## src/rtl/mem_ctrl.sv

```systemverilog
// Load/store front end for the word-wide data memory; sub-word stores are read-modify-write.
// Optional alignment checking is enabled by defining MEM_CTRL_ALIGN_CHECK_EN.
`ifndef WRITE_ENABLE
`define WRITE_ENABLE 1'b1
`endif

module mem_ctrl #(
  parameter int unsigned ADDR_W = 12,
  parameter int unsigned DATA_W = 32
) (
  input  logic              clk,
  input  logic              rst,
  input  logic              req_valid_i,
  output logic              req_ready_o,
  input  logic              req_we_i,
  input  logic [1:0]        req_size_i,
  input  logic [ADDR_W+1:0] req_addr_i,
  input  logic [DATA_W-1:0] req_wdata_i,
  output logic              resp_valid_o,
  input  logic              resp_ready_i,
  output logic [DATA_W-1:0] resp_rdata_o,
  output logic              resp_err_o,
  output logic              mem_rw_o,
  output logic [ADDR_W-1:0] mem_addr_o,
  output logic [DATA_W-1:0] mem_wdata_o,
  input  logic [DATA_W-1:0] mem_rdata_i
);

  typedef enum logic [1:0] {S_IDLE, S_RD, S_WR, S_RESP} state_e;

  state_e              state_q, state_d;
  logic                we_q, we_d;
  logic [1:0]          size_q, size_d;
  logic [ADDR_W+1:0]   addr_q, addr_d;
  logic [DATA_W-1:0]   wdata_q, wdata_d;
  logic [DATA_W-1:0]   rdata_q, rdata_d;
  logic [DATA_W-1:0]   resp_rdata_q, resp_rdata_d;
  logic                resp_err_q, resp_err_d;
  logic                misaligned;
  logic [DATA_W-1:0]   lane_data;
  logic [DATA_W-1:0]   merged;

`ifdef MEM_CTRL_ALIGN_CHECK_EN
  assign misaligned = ((req_size_i == 2'b01) && req_addr_i[0]) ||
                      (req_size_i[1] && (req_addr_i[1:0] != 2'b00));
`else
  assign misaligned = 1'b0;
`endif

  // Lane select uses only the address bits meaningful for the access size.
  always_comb begin
    lane_data = '0;
    case (size_q)
      2'b00:   lane_data[7:0]  = mem_rdata_i[{addr_q[1:0], 3'b000} +: 8];
      2'b01:   lane_data[15:0] = mem_rdata_i[{addr_q[1], 4'b0000} +: 16];
      default: lane_data       = mem_rdata_i;
    endcase
  end

  always_comb begin
    merged = rdata_q;
    case (size_q)
      2'b00:   merged[{addr_q[1:0], 3'b000} +: 8] = wdata_q[7:0];
      2'b01:   merged[{addr_q[1], 4'b0000} +: 16] = wdata_q[15:0];
      default: merged = wdata_q;
    endcase
  end

  always_comb begin
    state_d      = state_q;
    we_d         = we_q;
    size_d       = size_q;
    addr_d       = addr_q;
    wdata_d      = wdata_q;
    rdata_d      = rdata_q;
    resp_rdata_d = resp_rdata_q;
    resp_err_d   = resp_err_q;
    req_ready_o  = 1'b0;
    case (state_q)
      S_IDLE: begin
        req_ready_o = 1'b1;
        if (req_valid_i) begin
          we_d         = req_we_i;
          size_d       = req_size_i;
          addr_d       = req_addr_i;
          wdata_d      = req_wdata_i;
          resp_rdata_d = '0;
          resp_err_d   = misaligned;
          if (misaligned)                     state_d = S_RESP;
          else if (!req_we_i || !req_size_i[1]) state_d = S_RD;
          else                                state_d = S_WR;
        end
      end
      S_RD: begin
        rdata_d = mem_rdata_i;
        if (we_q) begin
          state_d = S_WR;
        end else begin
          resp_rdata_d = lane_data;
          state_d      = S_RESP;
        end
      end
      S_WR:    state_d = S_RESP;
      S_RESP:  if (resp_ready_i) state_d = S_IDLE;
      default: state_d = S_IDLE;
    endcase
  end

  always_ff @(posedge clk or negedge rst) begin
    if (!rst) begin
      state_q      <= S_IDLE;
      we_q         <= 1'b0;
      size_q       <= '0;
      addr_q       <= '0;
      wdata_q      <= '0;
      rdata_q      <= '0;
      resp_rdata_q <= '0;
      resp_err_q   <= 1'b0;
    end else begin
      state_q      <= state_d;
      we_q         <= we_d;
      size_q       <= size_d;
      addr_q       <= addr_d;
      wdata_q      <= wdata_d;
      rdata_q      <= rdata_d;
      resp_rdata_q <= resp_rdata_d;
      resp_err_q   <= resp_err_d;
    end
  end

  // Write enable decodes straight from state so an async reset drops it at once.
  assign mem_rw_o     = (state_q == S_WR) ? `WRITE_ENABLE : ~(`WRITE_ENABLE);
  assign mem_addr_o   = addr_q[ADDR_W+1:2];
  assign mem_wdata_o  = merged;
  assign resp_valid_o = (state_q == S_RESP);
  assign resp_rdata_o = resp_rdata_q;
  assign resp_err_o   = resp_err_q;

endmodule

```

## config.mk

```make
export PLATFORM = sky130hd
export DESIGN_NAME = mem_ctrl
export DESIGN_NICKNAME = d
export VERILOG_FILES = /design/src/rtl/mem_ctrl.sv
export SDC_FILE = /design/constraint.sdc
export NUM_CORES = 1
export LEC_CHECK = 0
export BUFFER_PORTS_ARGS = -buffer_cell sky130_fd_sc_hd__buf_2
export CELL_PAD_IN_SITES_DETAIL_PLACEMENT = 0
export CELL_PAD_IN_SITES_GLOBAL_PLACEMENT = 1
export CORE_UTILIZATION = 38
export DETAILED_ROUTE_END_ITERATION = 8
export GPL_TIMING_DRIVEN = 0
export PLACE_DENSITY = 0.86
export SYNTH_ARGS = -nofsm -noshare
export SYNTH_HDL_FRONTEND = slang
export SYNTH_SLANG_ARGS = --single-unit
export TNS_END_PERCENT = 5
```

## constraint.sdc

```tcl
create_clock -name clk -period 2.3 [get_ports clk]
set_input_delay 0.23 -clock clk [delete_from_list [all_inputs] [get_ports clk]]
set_output_delay 0.23 -clock clk [all_outputs]
set_load 0.01 [all_outputs]
```

==> reports/qor.txt, run 1 <==
Slew Limit Fails - 0
Port-buffer cells - 163
First-pass DRT Iterations - 5
drc violations - 0
crit-path max FO - 8
via count - 5545
count of different cell masters after synthesis - 44
type of the worst setup path - reg -> out
clock latency on the worst-skew pair - 0.42 ns
Final Hold Viols - 0
synthesized area - 6279 sq um
Avg Vias per Cell - 5.782
DP HPWL - 16000 um
failing checks - negative setup slack
routability congestion estimate from global placement - 0.9090
Syn Area/Cell - 11.56 sq um
Die Area - 17040 sq um
vias in the first global route - 5435
Layout Cell Area excl Fill - 8228 sq um
cell area after placement - 7405 sq um
Syn Inst Count - 543
CTS clk-pin slew, worst paths - 0.06 ns
Reg power frac - 28.8%
fin crit period - 2.548 ns
Final WS setup - -0.2481 ns
Pint - 8.266 mW
Async SR Flop Fraction - 100.0%
Slew headroom - 39.77%
pwr dens - 1716 nW/um^2
net load switching power - 5.854 mW
initial core utilization - 39.24%
Clk pwr share - 19.0%
grt ovf - 0
Lkg Pwr - 3.719 nW
width of the die - 130.5 um
# Max-Cap Violations - 0
critical path arrival - 2.32 ns
Seq/Total Area, Yosys - 45.83%
CP startpoint kind - register
TNS Setup - -4.894 ns
Boundary Pins - 165
antenna violations before repair - 0
EDFF count, synth - 0
Post-Synth XOR/XNOR Area - 0%
Routed WL - 21340 um
final net count - 825
RSZ-0062 raised after global routing - yes
top-count cell post-synth - dfrtp_1
Post-Syn Nets - 637
CTS Buf Count - 17
Worst VDD drop - 734.2 uV
Final Cycle Share - 110.8%
Die Ht - 130.5 um
ANT cells - 0
row count - 46
Hold Path Class - in -> reg
TritonCTS Sinks - 115
main combinational cell family by area after synthesis - compound AO/OA/AOI/OAI gates
first-pass GRT wire length - 31520 um
antenna-violating nets left - 0
routed len/inst - 22.25 um
Post-Synth Adder-Cell Area - 1.794%
status - finished, violations left
synth cell count leaders - dfrtp_1, mux2_2, clkbuf_1, a22o_1, o31ai_1
H-Tree Level Count - 4
Synth Flop Type - dfrtp_1
largest net degree at the start of global routing - 70
final clock skew - 0.01055 ns
top cells by area, synth - dfrtp_1, mux2_2, a22o_1
Worst Setup End Kind - primary output
Worst Path Required - 2.07 ns
final total power - 14.12 mW
gr usage total - 25.57%
final core utilization - 51.42%
core footprint - 16000 sq um
Starting DRT DRC Count - 423
TritonCTS clock tree - yes
Net Sw Frac - 41.46%
largest area contributor in the netlist - dfrtp_1
share of cells above drive strength 1 - 49.93%
Yosys reg bits - 115
Max clock buf depth - 2
Slew @ Worst Pin - 0.9015 ns
# setup viols final - 32
CTS root buf - clkbuf_16
post-synthesis mux area share - 18.45%
Setup WS pre-CTS - -0.6831 ns
Comb pwr share - 52.2%
Yosys warning count - 0
compound-gate portion of the synthesized area - 19.57%
Area Growth Syn to Fin - 31.05%
fmax - 0.3924 GHz
Synth top area share - 45.83%
Synth Area in Simple Gates - 8.848%
## power groups by stage
stage	clock network [mW]	registers, mW	logic [mW]
6_report	2.68	4.07	7.37
3_5_place_dp	0	4.01	6.90
3_3_place_gp	0	3.95	6.74
2_1_floorplan	0	3.69	4.61
5_1_grt	2.80	4.17	7.93
4_1_cts	2.72	4.03	7.26
## sequential cells by signal, summed over array words and instances, names as in the netlist
| register | flops |
|---|---|
| resp_rdata_o | 32 |
| wdata_q | 32 |
| we_q | 1 |
| size_q | 2 |
| addr_q | 14 |
| rdata_q | 32 |
| state_q | 2 |
## final timing paths
path                                         startpoint                            to  slack [ns]  cells past startpoint
max                               addr_q[1]$_DFFE_PN0P_                mem_wdata_o[8]       -0.25                      8
min                                     req_wdata_i[26]       wdata_q[26]$_DFFE_PN0P_        0.04                      2
max reg2reg                      state_q[1]$_DFFE_PN0P_  resp_rdata_o[13]$_DFFE_PN0P_        0.10                      9
min reg2reg                resp_rdata_o[19]$_DFFE_PN0P_  resp_rdata_o[19]$_DFFE_PN0P_        0.50                      2
max in group asynchronous                           rst         size_q[1]$_DFFE_PN0P_        1.13                      3
min in group asynchronous                           rst         addr_q[1]$_DFFE_PN0P_        0.38                      2
## critical path: stages, from the launching register on
cell       delay, ns
dfrtp_1         0.36
buf_6           0.14
inv_8           0.03
clkbuf_16       0.14
ha_4            0.18
nor4_4          0.30
and4_4          0.33
a221o_1         0.23
buf_2           0.16
## per-layer routing
layer	track usage (%)	up-vias	wire length [um]
li1	-	2462	-
met1	33.87	2791	9169
met2	41.39	262	10310
met3	5.130	30	1423
met4	9.601	0	433
met5	0	-	0
## cell type report
type | instances | area, sq um
multi-input cells | 359 | 3188
inverters | 7 | 33.78
well taps | 216 | 270.3
flip-flops and latches | 115 | 2882
fillers | 1462 | 7772
repair buffers | 172 | 908.4
clock buffers | 20 | 456.7
plain buffers | 59 | 354.1
clock inverters | 11 | 135.1
## cells in the final DEF, fill, tap and decap left out, types with 3 or more instances in the layout
| cell | instances |
|---|---|
| buf_2 | 166 |
| nand2b_1 | 8 |
| inv_1 | 5 |
| o221ai_1 | 8 |
| clkbuf_2 | 13 |
| a21oi_2 | 5 |
| dfrtp_1 | 112 |
| bufinv_16 | 3 |
| a221o_1 | 21 |
| buf_6 | 5 |
| clkbuf_1 | 21 |
| a22o_1 | 26 |
| nor2_1 | 3 |
| mux2_2 | 102 |
| a22oi_1 | 17 |
| clkbuf_16 | 18 |
| o2bb2ai_1 | 7 |
| a21oi_1 | 8 |
| dfrtp_2 | 3 |
| clkinv_2 | 6 |
| nor4b_1 | 8 |
| nor2b_1 | 20 |
| ha_1 | 6 |
| o31ai_1 | 25 |
| nand3b_1 | 5 |
| buf_4 | 21 |
| nand3_1 | 24 |
| a221oi_1 | 14 |
| o21ai_0 | 18 |
## stage by stage
stage	hold WS, ns	cells
2_1_floorplan	-0.06559	543
3_3_place_gp	0.4617	922
3_5_place_dp	0.2864	923
4_1_cts	0.01935	958
5_1_grt	0.02894	959
6_report	0.03680	959
## kinds of logic (layout without fill, tap and decap cells)
group / Yosys count / count (layout)
buffers and inverters: 69 / 269
adders and majority gates: 9 / 9
muxes: 103 / 103
AOI/OAI and AO/OA: 157 / 157
other: 1 / 1
DFF: 115 / 115
and+or+nand+nor: 89 / 89
## what timing repair did
action / CTS / global route
setup endpoints to repair: 35 / 56
hold endpoints to repair: 46 / 0
hold buffers: 1 / 0
pin swaps: 16 / 8
setup buffers: 6 / 1
resized for setup: 44 / 15
Power figures use the tool's default switching activity.
==> inputs of run 2 (changes only) <==
Settings changed: BUFFER_PORTS_ARGS -buffer_cell sky130_fd_sc_hd__buf_2 to not set, CORE_UTILIZATION 38 to 35, DONT_BUFFER_PORTS set to 1, PLACE_DENSITY 0.86 to 0.7, SLEW_MARGIN set to 25.
==> reports/qor.txt, run 2 (synthesized netlist as in run 1, its figures left out) <==
status - finished, violations left
failing checks - negative hold slack, negative setup slack
Boundary Pins - 165 (unchanged)
most frequent cells in the layout - dfrtp_1, mux2_2, dlygate4sd3_1
largest net degree at the start of global routing - 116 (+66%)
Comb pwr share - 48.8% (-3.4 points)
final net count - 739 (-10%)
final clock skew - 0.01014 ns (-0.0004097 ns)
Layout Cell Area excl Fill - 8195 sq um (-0.40%)
TNS Setup - -5.060 ns (-0.1663 ns)
Worst Path Required - 2.07 ns (about the same)
antenna violations before repair - 0 (unchanged)
# Max-Cap Violations - 0 (unchanged)
Final WS setup - -0.2413 ns (+0.006813 ns)
routed len/inst - 25.37 um (+14%)
Area Growth Syn to Fin - 30.53%
net load switching power - 5.671 mW (-3.1%)
Finished Layout Cells - 883 (-7.9%)
worst hold margin - -0.4998 ns (-0.5366 ns)
pwr dens - 1623 nW/um^2 (-5.4%)
Max clock buf depth - 2 (unchanged)
TritonCTS clock tree - yes
fin crit period - 2.541 ns (-0.006813 ns)
Starting DRT DRC Count - 308 (-27%)
cell area after placement - 6570 sq um (-11%)
routability congestion estimate from global placement - 0.9186 (+1.1%)
grt ovf - 0 (unchanged)
H-Tree Level Count - 4 (unchanged)
final total power - 13.30 mW (-5.8%)
Lkg Pwr - 3.336 nW (-10%)
Final Hold Viols - 115 (+115)
Die Area - 18480 sq um (+8.4%)
Die Ht - 135.9 um (+4.1%)
multi-input logic area - 3233 sq um (+1.4%)
placed cells - 768 (-17%)
Worst Setup End Kind - primary output
Reg power frac - 31.7% (+2.9 points)
Slew headroom - 35.96% (-3.8 points)
Pint - 7.634 mW (-7.7%)
fmax - 0.3935 GHz (+0.27%)
via count - 5226 (-5.8%)
Final Cycle Share - 110.5% (-0.30 points)
gr usage total - 25.06% (-0.51 points)
Layout fillers - 1613 (+10%)
Hold Path Class - in -> async
CTS root buf - clkbuf_16
Net Sw Frac - 42.62% (+1.2 points)
CP startpoint kind - register
TritonCTS Sinks - 115 (unchanged)
critical path arrival - 2.31 ns (about the same)
# setup viols final - 32 (unchanged)
crit-path max FO - 8 (unchanged)
drc violations - 0 (unchanged)
width of the die - 135.9 um (+4.1%)
antenna-violating nets left - 0 (unchanged)
DP HPWL - 15500 um (-3.2%)
CTS clk-pin slew, worst paths - 0.06 ns (about the same)
share of cells above drive strength 1 - 31.31% (-19 points)
First-pass DRT Iterations - 5 (unchanged)
core footprint - 17420 sq um (+8.9%)
vias in the first global route - 5355 (-1.5%)
CTS Buf Count - 17 (unchanged)
Slew @ Worst Pin - 0.9586 ns (+0.05711 ns)
Routed WL - 22400 um (+5.0%)
Port-buffer cells - 0 (-100%)
commonest non-fill, non-tap cell in the layout - dfrtp_1
Avg Vias per Cell - 5.918 (+2.4%)
Clk pwr share - 19.4% (+0.4 points)
row count - 48 (+4.3%)
Slew Limit Fails - 0 (unchanged)
type of the worst setup path - reg -> out
Worst VDD drop - 758.1 uV (+3.3%)
initial core utilization - 36.05% (-3.2 points)
hold buffer count at cts - 81 (+80)
clock latency on the worst-skew pair - 0.42 ns (about the same)
ANT cells - 0 (unchanged)
RSZ-0062 raised after global routing - yes
storage element area - 2879 sq um (about the same)
first-pass GRT wire length - 33510 um (+6.3%)
-- run 2: cell types whose count changed in the layout (fill, tap and decap cells not counted), moves of 2 or more --
cell / delta
buf_2: -160
dfrtp_1: +2
clkbuf_1: +4
o2bb2ai_2: +7
clkinv_2: -2
dlygate4sd3_1: +80
dfrtp_2: -2
clkinv_4: +2
clkbuf_2: -2
buf_4: -3
o2bb2ai_1: -7
-- run 2: power by group through the flow --
stage	logic, mW	clock network [mW]	registers [mW]
finish	6.50	2.58	4.22
global route	6.95	2.71	4.35
CTS	6.37	2.63	4.19
detailed placement	5.84	0	4.16
global placement	5.74	0	4.12
floorplan	4.61	0	3.69
-- run 2: worst max-delay path: stages, from the launching register on --
cell,delay [ns]
dfrtp_1,0.37
buf_6,0.14
clkinvlp_4,0.10
clkbuf_16,0.17
ha_4,0.18
nor4_4,0.30
and4_4,0.33
a221o_1,0.30
-- run 2: cell type report --
type / count / area share, %
Multi-Input combinational cell: 359 / 39.45
Sequential cell: 115 / 35.13
Timing Repair Buffer: 86 / 10.35
Clock buffer: 23 / 5.710
Buffer: 59 / 4.275
Tap cell: 225 / 3.435
Clock inverter: 9 / 1.282
Inverter: 7 / 0.3664
-- run 2: worst paths after layout --
kind,startpoint,to,slack (ns),depth (start not counted)
max,addr_q[1]$_DFFE_PN0P_,mem_wdata_o[14],-0.24,7
min,rst,addr_q[3]$_DFFE_PN0P_,-0.50,0
max reg2reg,state_q[0]$_DFFE_PN0P_,resp_rdata_o[12]$_DFFE_PN0P_,0.08,8
min reg2reg,addr_q[5]$_DFFE_PN0P_,addr_q[5]$_DFFE_PN0P_,0.51,1
max in group asynchronous,rst,resp_rdata_o[30]$_DFFE_PN0P_,2.64,0
min in group clk,mem_rdata_i[23],resp_rdata_o[7]$_DFFE_PN0P_,0.04,2
-- run 2: metrics by stage --
step	setup slack [ns]	util, %
floorplan	0.03909	-
global placement	-0.6519	37.72
detailed placement	-0.6030	37.72
CTS	-0.2066	46.88
global route	-0.3074	47.05
finish	-0.2413	47.05
-- run 2: repair_timing --
| action | 4_1_cts | 5_1_grt |
|---|---|---|
| gates resized for setup | 49 | 8 |
| endpoints found under the hold margin | 212 | 115 |
| endpoints found under the setup margin | 48 | 36 |
| gates cloned | 0 | 0 |
| buffers inserted | 5 | 0 |
| pin swaps | 14 | 2 |
-- run 2: metal layers --
layer	wire length, um	track usage, %
met5	0	0
met4	230	6.667
met2	10370	39.06
met1	9454	32.33
met3	2349	9.657
==> inputs of run 3 (changes only) <==
Settings changed: PLACE_DENSITY 0.7 to not set, PLACE_DENSITY_LB_ADDON set to 0.1.
==> reports/qor.txt, run 3 (synthesized netlist as in run 1, its figures left out) <==
Hold Path Class - in -> async
antenna violations before repair - 2 (+2)
via count - 5273 (+0.90%)
Avg Vias per Cell - 5.951 (+0.56%)
# setup viols final - 29 (-9.4%)
Boundary Pins - 165 (unchanged)
routed len/inst - 25.64 um (+1.1%)
Area Growth Syn to Fin - 33.28%
antenna-violating nets left - 0 (unchanged)
largest net degree at the start of global routing - 116 (unchanged)
routability congestion estimate from global placement - 0.8064 (-12%)
worst hold margin - -0.4965 ns (+0.003315 ns)
TritonCTS Sinks - 115 (unchanged)
Final WS setup - -0.1317 ns (+0.1096 ns)
H-Tree Level Count - 4 (unchanged)
first-pass GRT wire length - 33940 um (+1.3%)
hold buffer count at cts - 81 (unchanged)
share of cells above drive strength 1 - 33.13% (+1.8 points)
fmax - 0.4112 GHz (+4.5%)
First-pass DRT Iterations - 4 (-1)
Die Ht - 135.9 um (unchanged)
clock latency on the worst-skew pair - 0.42 ns (about the same)
vias in the first global route - 5466 (+2.1%)
width of the die - 135.9 um (unchanged)
slowest cell on the critical path - dfrtp_1
cell area after placement - 6570 sq um (unchanged)
most frequent cells in the layout - dfrtp_1, mux2_2, dlygate4sd3_1
Port-buffer cells - 0 (unchanged)
Slew @ Worst Pin - 0.9828 ns (+0.02424 ns)
Reg2Reg Setup Slack - 0.11 ns (+0.03 ns)
pwr dens - 1664 nW/um^2 (+2.5%)
r2r endpoint - rdata_q[24]$_DFFE_PN0P_
Finished Layout Cells - 886 (+0.34%)
commonest non-fill, non-tap cell in the layout - dfrtp_1
DP HPWL - 15970 um (+3.0%)
crit-path max FO - 8 (unchanged)
status - finished, violations left
Final Hold Viols - 116 (+0.87%)
fin crit period - 2.432 ns (-0.1096 ns)
TritonCTS clock tree - yes
Max clock buf depth - 2 (unchanged)
RSZ-0062 raised after global routing - yes
Worst VDD drop - 652.8 uV (-14%)
CTS root buf - clkbuf_16
Worst Path Required - 2.07 ns (about the same)
Layout fillers - 1633 (+1.2%)
Final Cycle Share - 105.7% (-4.8 points)
gr usage total - 25.36% (+0.30 points)
# Max-Cap Violations - 0 (unchanged)
crit-path cells - buf_6 > inv_6 > clkbuf_16 > ha_4 > nor4_4 > and4_4 > a221o_1
initial core utilization - 36.05% (unchanged)
TNS Setup - -1.747 ns (+3.313 ns)
Critical Path Source - addr_q[1]$_DFFE_PN0P_
CTS clk-pin slew, worst paths - 0.06 ns (about the same)
Slew Limit Fails - 0 (unchanged)
ANT cells - 0 (unchanged)
final net count - 742 (+0.41%)
final clock skew - 0.006013 ns (-0.004128 ns)
drc violations - 0 (unchanged)
Crit Reg-Reg Startpoint - state_q[1]$_DFFE_PN0P_
grt ovf - 0 (unchanged)
Starting DRT DRC Count - 399 (+30%)
CP startpoint kind - register
CTS Buf Count - 17 (unchanged)
core footprint - 17420 sq um (unchanged)
Die Area - 18480 sq um (unchanged)
biggest cell delay along the critical path - 0.36 ns (about the same)
Worst Reg2Reg Path Length in Cells - 6 (-2)
Routed WL - 22720 um (+1.4%)
row count - 48 (unchanged)
Lkg Pwr - 3.414 nW (+2.3%)
Worst Setup End Kind - primary output
critical path arrival - 2.20 ns (-0.11 ns)
Layout Cell Area excl Fill - 8368 sq um (+2.1%)
type of the worst setup path - reg -> out
placed cells - 768 (unchanged)
Slew headroom - 34.34% (-1.6 points)
failing checks - negative hold slack, negative setup slack
-- run 3: changes by cell type in the layout (fill, tap and decap cells not counted), sizes merged --
cell	before	now
bufinv	2	6
buf	31	34
clkbuf	56	54
clkinvlp	2	0
clkinv	6	5
inv	6	7
-- run 3: timing repair --
action,CTS,global route
endpoints found under the setup margin,46,46
buffers inserted,5,3
resized for setup,64,8
endpoints found under the hold margin,211,115
pin swaps,14,7
gates cloned,0,0
-- run 3: worst max-delay path: cells and delay by family (launching register included) --
kind | cells | cell delay [ns]
and+or+nand+nor | 2 | 0.62
DFF | 1 | 0.36
buffers and inverters | 3 | 0.32
AOI/OAI and AO/OA | 1 | 0.30
adders and majority gates | 1 | 0.18
-- run 3: where the power goes --
group          internal (mW)  switching (mW)  total (mW)
sequential              3.03            1.19        4.22
clock                   2.08           0.930        3.01
combinational           3.06            3.64        6.70
-- run 3: routing by layer --
metal	GRT usage [%]	up-vias	share of wire [%]	routed length [um]
met1	32.04	2709	42	9531
li1	-	2313	-	-
met5	0	-	0.057	13
met2	40.25	215	47	10760
met4	9.136	2	2.2	493
met3	8.427	34	8.4	1913
-- run 3: worst max-delay path by stage --
stage                      end  slack, ns
2_1_floorplan  mem_wdata_o[10]       0.04
3_3_place_gp    mem_wdata_o[8]      -0.55
3_5_place_dp    mem_wdata_o[8]      -0.55
4_1_cts         mem_wdata_o[8]      -0.13
5_1_grt        mem_wdata_o[12]      -0.20
6_report       mem_wdata_o[12]      -0.13
-- run 3: final cells by class --
| cell class | instances | area, sq um | share of cell area (%) |
|---|---|---|---|
| Timing Repair Buffer | 89 | 874.6 | 10.45 |
| Multi-Input combinational cell | 359 | 3279 | 39.19 |
| Inverter | 7 | 31.28 | 0.3738 |
| Buffer | 59 | 354.1 | 4.231 |
| Clock inverter | 11 | 205.2 | 2.452 |
| Tap cell | 225 | 281.5 | 3.364 |
| Sequential cell | 115 | 2882 | 34.43 |
| Clock buffer | 21 | 460.4 | 5.502 |
-- run 3: per-stage QoR --
stage	utilization (%)	total power [mW]	worst slack (ns)	hold WS [ns]
after floorplan	-	8.302	0.03909	-0.06559
after global placement	37.72	9.920	-0.5538	-0.06134
after detailed placement	37.72	10.07	-0.5550	-0.06170
after CTS	47.79	13.83	-0.1254	-0.5099
after global routing	48.05	14.70	-0.2028	-0.5173
final	48.05	13.92	-0.1317	-0.4965
